`config.mk`:
```
export PLATFORM = sky130hd
export DESIGN_NAME = itcm_arb_flat
export DESIGN_NICKNAME = d
export VERILOG_FILES = /design/src/rtl/itcm_arb_if.sv /design/src/rtl/itcm_arb.sv /design/src/flat_wrapper.sv
export SDC_FILE = /design/constraint.sdc
export NUM_CORES = 1
export LEC_CHECK = 0
export CORE_AREA = 2 2 87 89
export DETAILED_ROUTE_END_ITERATION = 7
export DIE_AREA = 0 0 89 91
export HOLD_SLACK_MARGIN = 0.06
export PLACE_DENSITY = 0.73
export SLEW_MARGIN = 20
export SYNTH_ARGS = -nofsm -noshare
export SYNTH_HDL_FRONTEND = slang
export SYNTH_SLANG_ARGS = --single-unit
export TNS_END_PERCENT = 1
```
`constraint.sdc`:
```
create_clock -name clk_i -period 0.94 [get_ports clk_i]
set_input_delay 0.094 -clock clk_i [delete_from_list [all_inputs] [get_ports clk_i]]
set_output_delay 0.094 -clock clk_i [all_outputs]
set_load 0.1 [all_outputs]
```
`src/rtl/itcm_arb_if.sv`:
```
// Bundle of the fetch, data and ITCM macro signals around itcm_arb.
// The slave modport is the arbiter's view; the master modport is the surrounding system's view.
interface itcm_arb_if #(
    parameter int unsigned AW = 16
) ();
    logic          if_req;
    logic [AW-1:0] if_addr;
    logic          if_gnt;
    logic          if_rvalid;
    logic [31:0]   if_rdata;

    logic          d_req;
    logic          d_we;
    logic [3:0]    d_be;
    logic [AW-1:0] d_addr;
    logic [31:0]   d_wdata;
    logic          d_gnt;
    logic          d_rvalid;
    logic [31:0]   d_rdata;

    logic          mem_en;
    logic [3:0]    mem_we;
    logic [AW-3:0] mem_addr;
    logic [31:0]   mem_wdata;
    logic [31:0]   mem_rdata;

    modport slave (
        input  if_req, if_addr, d_req, d_we, d_be, d_addr, d_wdata, mem_rdata,
        output if_gnt, if_rvalid, if_rdata, d_gnt, d_rvalid, d_rdata,
        output mem_en, mem_we, mem_addr, mem_wdata
    );

    modport master (
        output if_req, if_addr, d_req, d_we, d_be, d_addr, d_wdata, mem_rdata,
        input  if_gnt, if_rvalid, if_rdata, d_gnt, d_rvalid, d_rdata,
        input  mem_en, mem_we, mem_addr, mem_wdata
    );
endinterface

```
`src/rtl/itcm_arb.sv`:
```
// Fetch/data arbiter for the single-port ITCM: same-cycle grants and one-cycle read return routing.
// Define ITCM_ARB_STARVE_EN to build the bounded fetch-wait (starvation) counter.
module itcm_arb #(
    parameter int unsigned AW         = 16,
    parameter int unsigned STARVE_MAX = 4
) (
    input logic       clk_i,
    input logic       rst_ni,
    itcm_arb_if.slave bus_io
);

    typedef enum logic [1:0] {OwnNone, OwnIf, OwnD} owner_e;

    owner_e owner_q, owner_d;
    logic   if_gnt, d_gnt;
    logic   starve_hit;

`ifdef ITCM_ARB_STARVE_EN
    logic [3:0] starve_q, starve_d;

    assign starve_hit = (starve_q == 4'(STARVE_MAX));

    always_comb begin
        starve_d = starve_q;
        if (!bus_io.if_req || if_gnt) begin
            starve_d = 4'd0;
        end else if (starve_q < 4'(STARVE_MAX)) begin
            starve_d = starve_q + 4'd1;
        end
    end

    always_ff @(posedge clk_i or negedge rst_ni) begin
        if (!rst_ni) begin
            starve_q <= 4'd0;
        end else begin
            starve_q <= starve_d;
        end
    end
`else
    logic [3:0] unused_starve_max;

    assign unused_starve_max = 4'(STARVE_MAX);
    assign starve_hit        = 1'b0;
`endif

    // Data wins by default; grants are held off for the whole time reset is low.
    always_comb begin
        if_gnt = 1'b0;
        d_gnt  = 1'b0;
        if (rst_ni) begin
            if (bus_io.if_req && (!bus_io.d_req || starve_hit)) begin
                if_gnt = 1'b1;
            end else if (bus_io.d_req) begin
                d_gnt = 1'b1;
            end
        end
    end

    assign bus_io.if_gnt    = if_gnt;
    assign bus_io.d_gnt     = d_gnt;
    assign bus_io.mem_en    = if_gnt | d_gnt;
    assign bus_io.mem_we    = (d_gnt && bus_io.d_we) ? bus_io.d_be : 4'b0000;
    assign bus_io.mem_addr  = d_gnt ? bus_io.d_addr[AW-1:2] : bus_io.if_addr[AW-1:2];
    assign bus_io.mem_wdata = bus_io.d_wdata;
    assign bus_io.if_rdata  = bus_io.mem_rdata;
    assign bus_io.d_rdata   = bus_io.mem_rdata;

    logic [3:0] unused_addr_lsb;
    assign unused_addr_lsb = {bus_io.if_addr[1:0], bus_io.d_addr[1:0]};

    // Read-return owner: state register.
    always_ff @(posedge clk_i or negedge rst_ni) begin
        if (!rst_ni) begin
            owner_q <= OwnNone;
        end else begin
            owner_q <= owner_d;
        end
    end

    // Writes produce no return, so they leave the owner at none.
    always_comb begin
        owner_d = OwnNone;
        if (if_gnt) begin
            owner_d = OwnIf;
        end else if (d_gnt && !bus_io.d_we) begin
            owner_d = OwnD;
        end
    end

    always_comb begin
        bus_io.if_rvalid = (owner_q == OwnIf);
        bus_io.d_rvalid  = (owner_q == OwnD);
    end

endmodule

```
`src/flat_wrapper.sv`:
```
// flat-port wrapper written by rule: the top's interface ports become plain ports
module itcm_arb_flat 
#(
    parameter int unsigned AW         = 16,
    parameter int unsigned STARVE_MAX = 4
)
  (clk_i, rst_ni, bus_io_if_req, bus_io_if_addr, bus_io_d_req, bus_io_d_we, bus_io_d_be, bus_io_d_addr, bus_io_d_wdata, bus_io_mem_rdata, bus_io_if_gnt, bus_io_if_rvalid, bus_io_if_rdata, bus_io_d_gnt, bus_io_d_rvalid, bus_io_d_rdata, bus_io_mem_en, bus_io_mem_we, bus_io_mem_addr, bus_io_mem_wdata);
  itcm_arb_if #(.AW(AW)) bus_io_i ();
  input logic clk_i;
  input logic rst_ni;
  input wire logic [$bits(bus_io_i.if_req)-1:0] bus_io_if_req;
  input wire logic [$bits(bus_io_i.if_addr)-1:0] bus_io_if_addr;
  input wire logic [$bits(bus_io_i.d_req)-1:0] bus_io_d_req;
  input wire logic [$bits(bus_io_i.d_we)-1:0] bus_io_d_we;
  input wire logic [$bits(bus_io_i.d_be)-1:0] bus_io_d_be;
  input wire logic [$bits(bus_io_i.d_addr)-1:0] bus_io_d_addr;
  input wire logic [$bits(bus_io_i.d_wdata)-1:0] bus_io_d_wdata;
  input wire logic [$bits(bus_io_i.mem_rdata)-1:0] bus_io_mem_rdata;
  output wire logic [$bits(bus_io_i.if_gnt)-1:0] bus_io_if_gnt;
  output wire logic [$bits(bus_io_i.if_rvalid)-1:0] bus_io_if_rvalid;
  output wire logic [$bits(bus_io_i.if_rdata)-1:0] bus_io_if_rdata;
  output wire logic [$bits(bus_io_i.d_gnt)-1:0] bus_io_d_gnt;
  output wire logic [$bits(bus_io_i.d_rvalid)-1:0] bus_io_d_rvalid;
  output wire logic [$bits(bus_io_i.d_rdata)-1:0] bus_io_d_rdata;
  output wire logic [$bits(bus_io_i.mem_en)-1:0] bus_io_mem_en;
  output wire logic [$bits(bus_io_i.mem_we)-1:0] bus_io_mem_we;
  output wire logic [$bits(bus_io_i.mem_addr)-1:0] bus_io_mem_addr;
  output wire logic [$bits(bus_io_i.mem_wdata)-1:0] bus_io_mem_wdata;
  assign bus_io_i.if_req = bus_io_if_req;
  assign bus_io_i.if_addr = bus_io_if_addr;
  assign bus_io_i.d_req = bus_io_d_req;
  assign bus_io_i.d_we = bus_io_d_we;
  assign bus_io_i.d_be = bus_io_d_be;
  assign bus_io_i.d_addr = bus_io_d_addr;
  assign bus_io_i.d_wdata = bus_io_d_wdata;
  assign bus_io_i.mem_rdata = bus_io_mem_rdata;
  assign bus_io_if_gnt = bus_io_i.if_gnt;
  assign bus_io_if_rvalid = bus_io_i.if_rvalid;
  assign bus_io_if_rdata = bus_io_i.if_rdata;
  assign bus_io_d_gnt = bus_io_i.d_gnt;
  assign bus_io_d_rvalid = bus_io_i.d_rvalid;
  assign bus_io_d_rdata = bus_io_i.d_rdata;
  assign bus_io_mem_en = bus_io_i.mem_en;
  assign bus_io_mem_we = bus_io_i.mem_we;
  assign bus_io_mem_addr = bus_io_i.mem_addr;
  assign bus_io_mem_wdata = bus_io_i.mem_wdata;
  itcm_arb #(.AW(AW), .STARVE_MAX(STARVE_MAX)) u_core (.clk_i(clk_i), .rst_ni(rst_ni), .bus_io(bus_io_i));
endmodule
```
==> results of run 1 <==
[through the flow]
step,hold WS (ns),TNS (ns),utilization,cell area (sq um),cells
6_report,0.0665,-0.374,0.194,1390,193
5_1_grt,0.0747,-0.562,0.194,1390,193
4_1_cts,0.178,-0.618,0.194,1380,192
3_5_place_dp,0.189,-11.35,0.180,1290,187
3_3_place_gp,0.189,-11.01,0.180,1290,187
2_1_floorplan,-0.202,-0.714,-,1070,125
[what timing repair did]
action / 4_1_cts / 5_1_grt
buffers inserted: 0 / 1
cloned: 1 / 0
hold buffers: 1 / 0
hold endpoints to repair: 2 / 0
pin swaps: 3 / 1
gates resized for setup: 62 / 2
setup endpoints to repair: 23 / 16
[where the power goes]
group / internal, mW / total, mW / switching [mW]
logic: 0.427 / 1.03 / 0.602
registers: 0.0901 / 0.0936 / 0.00341
clock network: 0.272 / 0.349 / 0.0775
total: 0.789 / 1.47 / 0.683
[routing by layer]
metal / routed length, microns / global-route usage / vias to the layer above / share of wire
li1: - / - / 234 / -
met1: 647 / 0.0496 / 248 / 0.25
met2: 1300 / 0.104 / 60 / 0.50
met3: 341 / 0.0173 / 48 / 0.13
met4: 317 / 0.0858 / 0 / 0.12
met5: 0 / 0 / - / 0
[critical path, stage by stage (launching register included)]
cell	delay [ns]
dfrtp_1	0.38
nor2b_4	0.18
buf_12	0.18
[kinds of logic (layout without fill, tap and decap cells)]
| logic type | count (synthesis) | after routing |
|---|---|---|
| buffers and inverters | 98 | 66 |
| and+or+nand+nor | 10 | 11 |
| AOI/OAI and AO/OA | 1 | 1 |
| DFF | 2 | 2 |
| muxes | 14 | 14 |
[Yosys cell counts]
library cell and instances:
mux2_4 8, o21a_1 1, and3b_2 1, nand2_4 1, dfrtp_1 2, nor2b_1 2
and2_1 4, buf_6 1, inv_1 1, nor2_1 1, and3_2 1, mux2_2 6
buf_4 96
[worst max path at each step]
stage | start | end | slack (ns)
after global placement | bus_io_d_req | bus_io_mem_addr[1] | -0.59
after global routing | u_core.owner_q[1]$_DFF_PN0_ | bus_io_d_rvalid | -0.14
after floorplan | bus_io_d_req | bus_io_mem_we[1] | -0.18
final | u_core.owner_q[1]$_DFF_PN0_ | bus_io_d_rvalid | -0.11
after detailed placement | bus_io_d_req | bus_io_mem_addr[1] | -0.60
after CTS | u_core.owner_q[1]$_DFF_PN0_ | bus_io_d_rvalid | -0.12
[cell type report]
type / instances / area [sq um] / share of cell area
clock buffer: 3 / 41.3 / 0.0298
inverter: 1 / 3.75 / 0.00271
multi-input combinational: 26 / 342 / 0.246
sequential: 2 / 50.0 / 0.0361
tap: 99 / 124 / 0.0894
timing repair buffer: 62 / 826 / 0.596
==> impl_results.md, run 1 <==
- CP arrival: 0.95 ns
- Drt drc: 0
- Final critical-path share of the clock period: 1.12
- Clock sinks: 2
- Adder-Cell Fraction of Synth Area: 0
- Worst min path class: primary input to register
- Row Count: 31
- Hold Crit Start: bus_io_d_we
- FMAX: 954 MHz
- Leading cell type in the layout, fill and taps excluded: dlygate4sd2_1
- Critical path data required time: 0.85 ns
- Post-Syn Nets: 230
- Distinct cells, synth: 13
- RSZ-0062 raised after global routing: yes
- Core region area: 0.00714 sq mm
- Crit-path max FO: 2
- Deepest clock path buffer count: 2
- Worst Tran Pin Value: 0.127 ns
- Biggest registers after layout: u_core.owner_q (2)
- Fillers: 806
- Starting Density: 0.147
- Largest net degree at the start of global routing: 9
- PnR worst setup slack: -0.108 ns
- PortBufs: 59
- TritonRoute pass-1 iters: 3
- WL per Instance: 13.5 microns
- Initial antenna violation count: 0
- I/O pin cnt: 224
- Root Driver: clkbuf_8
- Synth Area in XOR/XNOR: 0
- Max-slew violations: 0
- Routed WL: 2610 microns
- #FFs+latches synth: 2
- Slew margin rel.: 0.915
- Setup Viol. Count Final: 5
- Die W: 89 microns
- Hold Vio Cnt, Final: 0
- CTS H-tree depth: 1
- Multiplexer share of the synthesized area: 0.179
- Die span in y: 91 microns
- Reg with most FFs: u_core.owner_q
- Global-route wire length before repair: 3740 microns
- Cells after synthesis: 125
- Max FFs per register: 2
- Power Dens Cells: 1060 mW/mm^2
- Cell Area, Synth: 0.00105 sq mm
- Main combinational cell family by area after synthesis: buffers and inverters
- Layout cells sized above 1: 0.585
- Area contributors post-synth: buf_4 69%, mux2_4 11%, mux2_2 6.4%, dfrtp_1 4.8%, and2_1 2.4%
- Clk slew on worst S/H paths: 0.03 ns
- Yosys Warn Count: 0
- Hold Crit Depth: 2
- Synth-to-Final Area Change: 31.9%
- Number of global-route vias before repair: 703
- Commonest non-fill, non-tap cells in the layout: 29 x dlygate4sd2_1, 24 x buf_12, 13 x mux2_4, 4 x and2_4
- CTS tree: done
- Compound-Gate Fraction of Synth Area: 0.00714
- Max VDD drop: 0.371 mV
- DR iter-0 viols: 5
- Critical Path End Type: primary output
- Register area share after synthesis: 0.0476
- CTS buffer count: 3
- Setup CP Type: register to primary output
- GP Congestion: 0.666
- Mean post-synth cell area: 8.41 sq um
- Via count: 590
- Static Leak: 0.650 nW
- Post-layout net count: 201
- Post-route ant nets: 0
- Total track usage: 0.0632
- Yosys top cell area share: 0.686
- Max_cap viols: 0
- HPWL Detailed: 2060 microns
- Total chip power: 1.47 mW
- Crit path launch type: register
- Setup Slack @ Placement: -0.604 ns
- ANT cells: 0
- GRT overflow: 0
- Worst hold endpoint: u_core.owner_q[1]$_DFF_PN0_
- Crit path time final: 1.05 ns
- Synth Area in Simple Gates: 0.0667
- Avg Vias per Cell: 3.06
- Status: finished, violations left
- Synth area leader: buf_4
- Die area: 0.00810 sq mm
- Failing checks: negative setup slack
(Power assumes the default switching activity.)
==> run 2, diff against run 1 <==
Settings changed: REMOVE_ABC_BUFFERS set to 1.
==> run 2 against run 1 <==
The run still ends with negative setup slack left. Non-clock buffer count rose by 1. Count of clock-buffer cells in the layout did not move. Critical path depth did not move. Largest cell class unchanged. Clock power fell by 3%.
==> impl_results.md, run 2 (synthesis results as in run 1) <==
- PortBufs: 59 (unchanged)
- Post-layout net count: 202 (+0.50%)
- Max VDD drop: 0.422 mV (+14%)
- Worst Tran Pin Value: 0.134 ns (+0.00695 ns)
- Failing checks: negative setup slack
- CTS H-tree depth: 1 (unchanged)
- Max-slew violations: 0 (unchanged)
- Starting Density: 0.147 (unchanged)
- Status: finished, violations left
- FMAX: 977 MHz (+2.4%)
- Total track usage: 0.252 (+0.189)
- Setup Slack @ Placement: -0.587 ns (+0.0163 ns)
- Via count: 723 (+23%)
- Root Driver: clkbuf_8
- Crit path launch type: register
- Clock sinks: 2 (unchanged)
- Global-route wire length before repair: 11900 microns (+220%)
- Crit path time final: 1.02 ns (-0.0246 ns)
- Commonest non-fill, non-tap cells in the layout: 33 x dlygate4sd2_1, 25 x buf_12, 14 x mux2_4, 4 x and2_4, 3 x clkbuf_8
- Routed WL: 10500 microns (+300%)
- Largest net degree at the start of global routing: 9 (unchanged)
- CTS buffer count: 3 (unchanged)
- Power Dens Cells: 1060 mW/mm^2 (about the same)
- Number of global-route vias before repair: 804 (+14%)
- Final critical-path share of the clock period: 1.09 (-0.0262)
- GP Congestion: 0.962 (+44%)
- Fillers: 818 (+1.5%)
- Sequential Area: 50.0 sq um (unchanged)
- Biggest registers after layout: u_core.owner_q (2)
- WHS: 0.163 ns (+0.0961 ns)
- Total chip power: 1.48 mW (+0.53%)
- Critical path data required time: 0.85 ns (about the same)
- Core region area: 0.00714 sq mm (unchanged)
- Static Leak: 0.657 nW (+1.1%)
- Avg Vias per Cell: 3.73 (+22%)
- Setup CP Type: register to primary output
- Die area: 0.00810 sq mm (unchanged)
- Row Count: 31 (unchanged)
- Die W: 89 microns (unchanged)
- DR iter-0 viols: 27 (+22)
- ANT cells: 0 (unchanged)
- Slew margin rel.: 0.910 (-0.00504)
- PnR worst setup slack: -0.0835 ns (+0.0246 ns)
- Max FFs per register: 2 (unchanged)
- HPWL Detailed: 9740 microns (+370%)
- Crit-path max FO: 2 (unchanged)
- WL per Instance: 53.9 microns (+300%)
- TritonRoute pass-1 iters: 4 (+1)
- RSZ-0062 raised after global routing: yes
- TNS Setup: -0.165 ns (+0.209 ns)
- Synth-to-Final Area Change: 32.6%
- Setup Viol. Count Final: 2 (-3)
- Drt drc: 0 (unchanged)
- Reg with most FFs: u_core.owner_q
- Clk slew on worst S/H paths: 0.03 ns (about the same)
- Initial antenna violation count: 0 (unchanged)
- CTS tree: done
- Hold Vio Cnt, Final: 0 (unchanged)
- Die span in y: 91 microns (unchanged)
- I/O pin cnt: 224 (unchanged)
- Post-route ant nets: 0 (unchanged)
- Critical Path End Type: primary output
- CP arrival: 0.93 ns (-0.02 ns)
- Deepest clock path buffer count: 2 (unchanged)
- Worst min path class: primary input to register
- Layout cells sized above 1: 0.579 (-0.00616)
- Multi-input gate area: 335 sq um (-1.8%)
- GRT overflow: 0 (unchanged)
- Max_cap viols: 0 (unchanged)
- Leading cell type in the layout, fill and taps excluded: dlygate4sd2_1
run 2: cell types whose count changed in the layout (fill, tap and decap cells not counted):
cell	previous run	this run
nor2b_4	2	0
buf_6	1	2
clkdlybuf4s50_1	3	0
dlymetal6s2s_1	1	0
clkdlybuf4s15_1	0	1
clkbuf_2	1	0
dlygate4sd2_1	29	33
buf_8	1	0
nor2b_2	0	2
mux2_2	1	0
buf_12	24	25
mux2_4	13	14
run 2: worst paths after layout:
check | startpoint | to | slack [ns] | cells past startpoint
worst max-delay path | u_core.owner_q[1]$_DFF_PN0_ | bus_io_if_rvalid | -0.08 | 2
worst min-delay path | bus_io_d_we | u_core.owner_q[1]$_DFF_PN0_ | 0.16 | 2
max in group asynchronous | rst_ni | u_core.owner_q[1]$_DFF_PN0_ | 0.46 | 3
min in group asynchronous | rst_ni | u_core.owner_q[0]$_DFF_PN0_ | 0.35 | 3
run 2: critical path, cell delays in order, from the launching register on:
cell	delay, ns
dfrtp_1	0.37
nor2b_2	0.16
buf_12	0.19
run 2: layout make-up:
class | count | share of cell area
sequential | 2 | 0.0359
timing repair buffer | 63 | 0.602
inverter | 1 | 0.00269
clock buffer | 3 | 0.0296
tap | 99 | 0.0889
multi-input combinational | 26 | 0.241
run 2: metrics by stage:
stage / cells / utilization / area (sq um)
floorplan: 28 / - / 319
global placement: 188 / 0.179 / 1280
detailed placement: 188 / 0.179 / 1280
CTS: 194 / 0.195 / 1390
global route: 194 / 0.195 / 1390
finish: 194 / 0.195 / 1390
run 2: repair_timing:
item	4_1_cts	5_1_grt
gates resized for setup	70	1
endpoints found under the setup margin	23	15
setup buffers	1	0
endpoints found under the hold margin	2	0
cloned	1	0
hold buffers	1	0
pin swaps	4	3
run 2: per-layer routing:
metal,track usage,routed length (microns),share of wire,vias up
met5,0.00699,0,0,-
met4,0.111,572,0.055,0
met3,0.353,3030,0.29,28
met2,0.456,5580,0.53,180
met1,0.0949,1270,0.12,278
li1,-,-,-,237
run 2: power breakdown:
group / switching, mW / internal (mW)
sequential: 0.00195 / 0.0902
combinational: 0.618 / 0.429
clock: 0.0689 / 0.271
total: 0.689 / 0.790
==> run 3, diff against run 2 <==
Settings changed: CORE_AREA 2 2 87 89 to 5 5 83 85, DIE_AREA 0 0 89 91 to 0 0 88 90, GPL_TIMING_DRIVEN set to 0, PLACE_DENSITY 0.73 to 0.83.
==> run 3 against run 2 <==
Non-clock buffer count decreased by 3. Sequential power about the same. Sequential share of layout area increased by 0.37 points. Setup slack got worse by 0.032 ns. Routed wire length decreased by 6.2%. Cell area decreased by 9.4%. Critical path type is now primary input to primary output. Cell count decreased by 13%. Utilization increased by 1.1 points. Flip-flop and latch count unchanged. Worst hold slack got worse by 0.010 ns. Highest routed layer is now met5. Die area decreased by 2.2%. The flow still finishes with violations (negative setup slack). Critical endpoint is now bus_io_mem_addr[0]. Combinational power decreased by 7%.
==> impl_results.md, run 3 (synthesis results as in run 1) <==
- FMAX: 948 MHz (-3.0%)
- Die area: 0.00792 sq mm (-2.2%)
- Post-layout util: 0.206 (+0.0106)
- CTS H-tree depth: 1 (unchanged)
- Drt drc: 0 (unchanged)
- Max VDD drop: 0.431 mV (+2.2%)
- Row Count: 29 (-6.5%)
- Critical Path End Type: primary output
- CTS tree: done
- HPWL Detailed: 9100 microns (-6.6%)
- DR iter-0 viols: 32 (+19%)
- Via count: 699 (-3.3%)
- Crit path launch type: primary input
- GP Congestion: 0.824 (-14%)
- Max_cap viols: 0 (unchanged)
- Fin cells: 169 (-13%)
- Biggest registers after layout: u_core.owner_q (2)
- I/O pin cnt: 224 (unchanged)
- GRT overflow: 0 (unchanged)
- Setup Viol. Count Final: 8 (+6)
- Crit path time final: 1.06 ns (+0.0319 ns)
- Worst hold endpoint: u_core.owner_q[1]$_DFF_PN0_
- Clk slew on worst S/H paths: 0.03 ns (about the same)
- Power Dens Cells: 1120 mW/mm^2 (+5.7%)
- DP Cell Count: 164 (-13%)
- Reg with most FFs: u_core.owner_q
- WHS: 0.153 ns (-0.00995 ns)
- Max FFs per register: 2 (unchanged)
- Largest net degree at the start of global routing: 9 (unchanged)
- Total track usage: 0.239 (-0.0136)
- Final critical-path share of the clock period: 1.12 (+0.0339)
- Routed WL: 9810 microns (-6.2%)
- Post-route ant nets: 0 (unchanged)
- Hold Crit Depth: 2 (unchanged)
- Commonest non-fill, non-tap cells in the layout: 20 x dlygate4sd2_1, 17 x buf_12, 11 x clkdlybuf4s50_1, 9 x mux2_4
- Hold Crit Start: bus_io_d_we
- Layout cells sized above 1: 0.565 (-0.0137)
- Post-layout net count: 199 (-1.5%)
- Die span in y: 90 microns (-1.1%)
- Avg Vias per Cell: 4.14 (+11%)
- Worst min path class: primary input to register
- Slew margin rel.: 0.678 (-0.232)
- Core region area: 0.00613 sq mm (-14%)
- CP arrival: 0.96 ns (+0.03 ns)
- TritonRoute pass-1 iters: 3 (-1)
- Number of global-route vias before repair: 806 (+0.25%)
- Status: finished, violations left
- PnR worst setup slack: -0.115 ns (-0.0319 ns)
- Die W: 88 microns (-1.1%)
- Setup CP Type: primary input to primary output
- Hold Vio Cnt, Final: 0 (unchanged)
- Synth-to-Final Area Change: 20.1%
- WL per Instance: 58.0 microns (+7.7%)
- Initial antenna violation count: 0 (unchanged)
- Root Driver: clkbuf_8
- RSZ-0062 raised after global routing: yes
- PortBufs: 59 (unchanged)
- Leading cell type in the layout, fill and taps excluded: dlygate4sd2_1
- Clock sinks: 2 (unchanged)
- Crit-path max FO: 1 (-1)
- Max-slew violations: 0 (unchanged)
- Critical path data required time: 0.85 ns (about the same)
- Worst Tran Pin Value: 0.486 ns (+0.352 ns)
- Static Leak: 0.589 nW (-10%)
- Failing checks: negative setup slack
- ANT cells: 0 (unchanged)
- Global-route wire length before repair: 11400 microns (-4.2%)
- Starting Density: 0.171 (+0.0241)
- Deepest clock path buffer count: 2 (unchanged)
- CTS buffer count: 3 (unchanged)
[run 3: cell types whose count changed in the layout (fill, tap and decap cells not counted), sizes merged]
| cell | before | now |
|---|---|---|
| buf | 28 | 25 |
| clkdlybuf4s50 | 0 | 11 |
| dlygate4sd2 | 33 | 20 |
| dlymetal6s2s | 0 | 2 |
[run 3: timing repair]
item | in CTS | in global routing
setup buffers | 0 | 0
hold endpoints to repair | 2 | 0
endpoints found under the setup margin | 24 | 19
pin swaps | 2 | 2
cloned | 1 | 0
gates resized for setup | 229 | 13
hold buffers | 1 | 0
[run 3: area by class of cell]
class / count / area, sq um
Fill cell: 671 / 4870
Timing Repair Buffer: 60 / 754
Multi-Input combinational cell: 26 / 317
Tap cell: 77 / 96.3
Sequential cell: 2 / 50.0
Clock buffer: 3 / 41.3
Inverter: 1 / 3.75
[run 3: metal layers]
layer | vias up | global-route usage | wire length (microns)
li1 | 230 | - | -
met1 | 256 | 0.106 | 1470
met2 | 195 | 0.443 | 5310
met3 | 16 | 0.312 | 2750
met4 | 2 | 0.0678 | 245
met5 | - | 0.0420 | 38
[run 3: power breakdown]
part / switching, mW / internal, mW / leakage, nW
logic: 0.601 / 0.378 / 0.541
registers: 0.00199 / 0.0901 / 0.0269
clock network: 0.0736 / 0.271 / 0.0216
total: 0.676 / 0.740 / 0.589
[run 3: how the worst max path moves through the flow]
stage                                            from                 end  slack [ns]  cells after the start
after floorplan           u_core.owner_q[0]$_DFF_PN0_     bus_io_d_rvalid       -0.85                      1
after global placement                         rst_ni  bus_io_mem_addr[3]       -1.56                      4
after detailed placement                       rst_ni  bus_io_mem_addr[3]       -1.59                      4
after CTS                 u_core.owner_q[1]$_DFF_PN0_    bus_io_if_rvalid       -0.14                      2
after global routing      u_core.owner_q[0]$_DFF_PN0_    bus_io_if_rvalid       -0.14                      2
final                               bus_io_if_addr[2]  bus_io_mem_addr[0]       -0.12                      3
[run 3: per-stage QoR]
step / setup slack, ns / total power, mW / cell area (sq um) / setup TNS (ns)
floorplan: -0.847 / 0.656 / 319 / -2.40
global placement: -1.56 / 0.942 / 1010 / -32.11
detailed placement: -1.59 / 0.949 / 1010 / -32.90
CTS: -0.142 / 1.42 / 1220 / -1.04
global route: -0.139 / 1.47 / 1260 / -1.05
finish: -0.115 / 1.42 / 1260 / -0.788
[run 3: worst max-delay path, stage by stage]
cell and delay, ns:
clkdlybuf4s50_1 0.39, mux2_2 0.28, buf_6 0.19
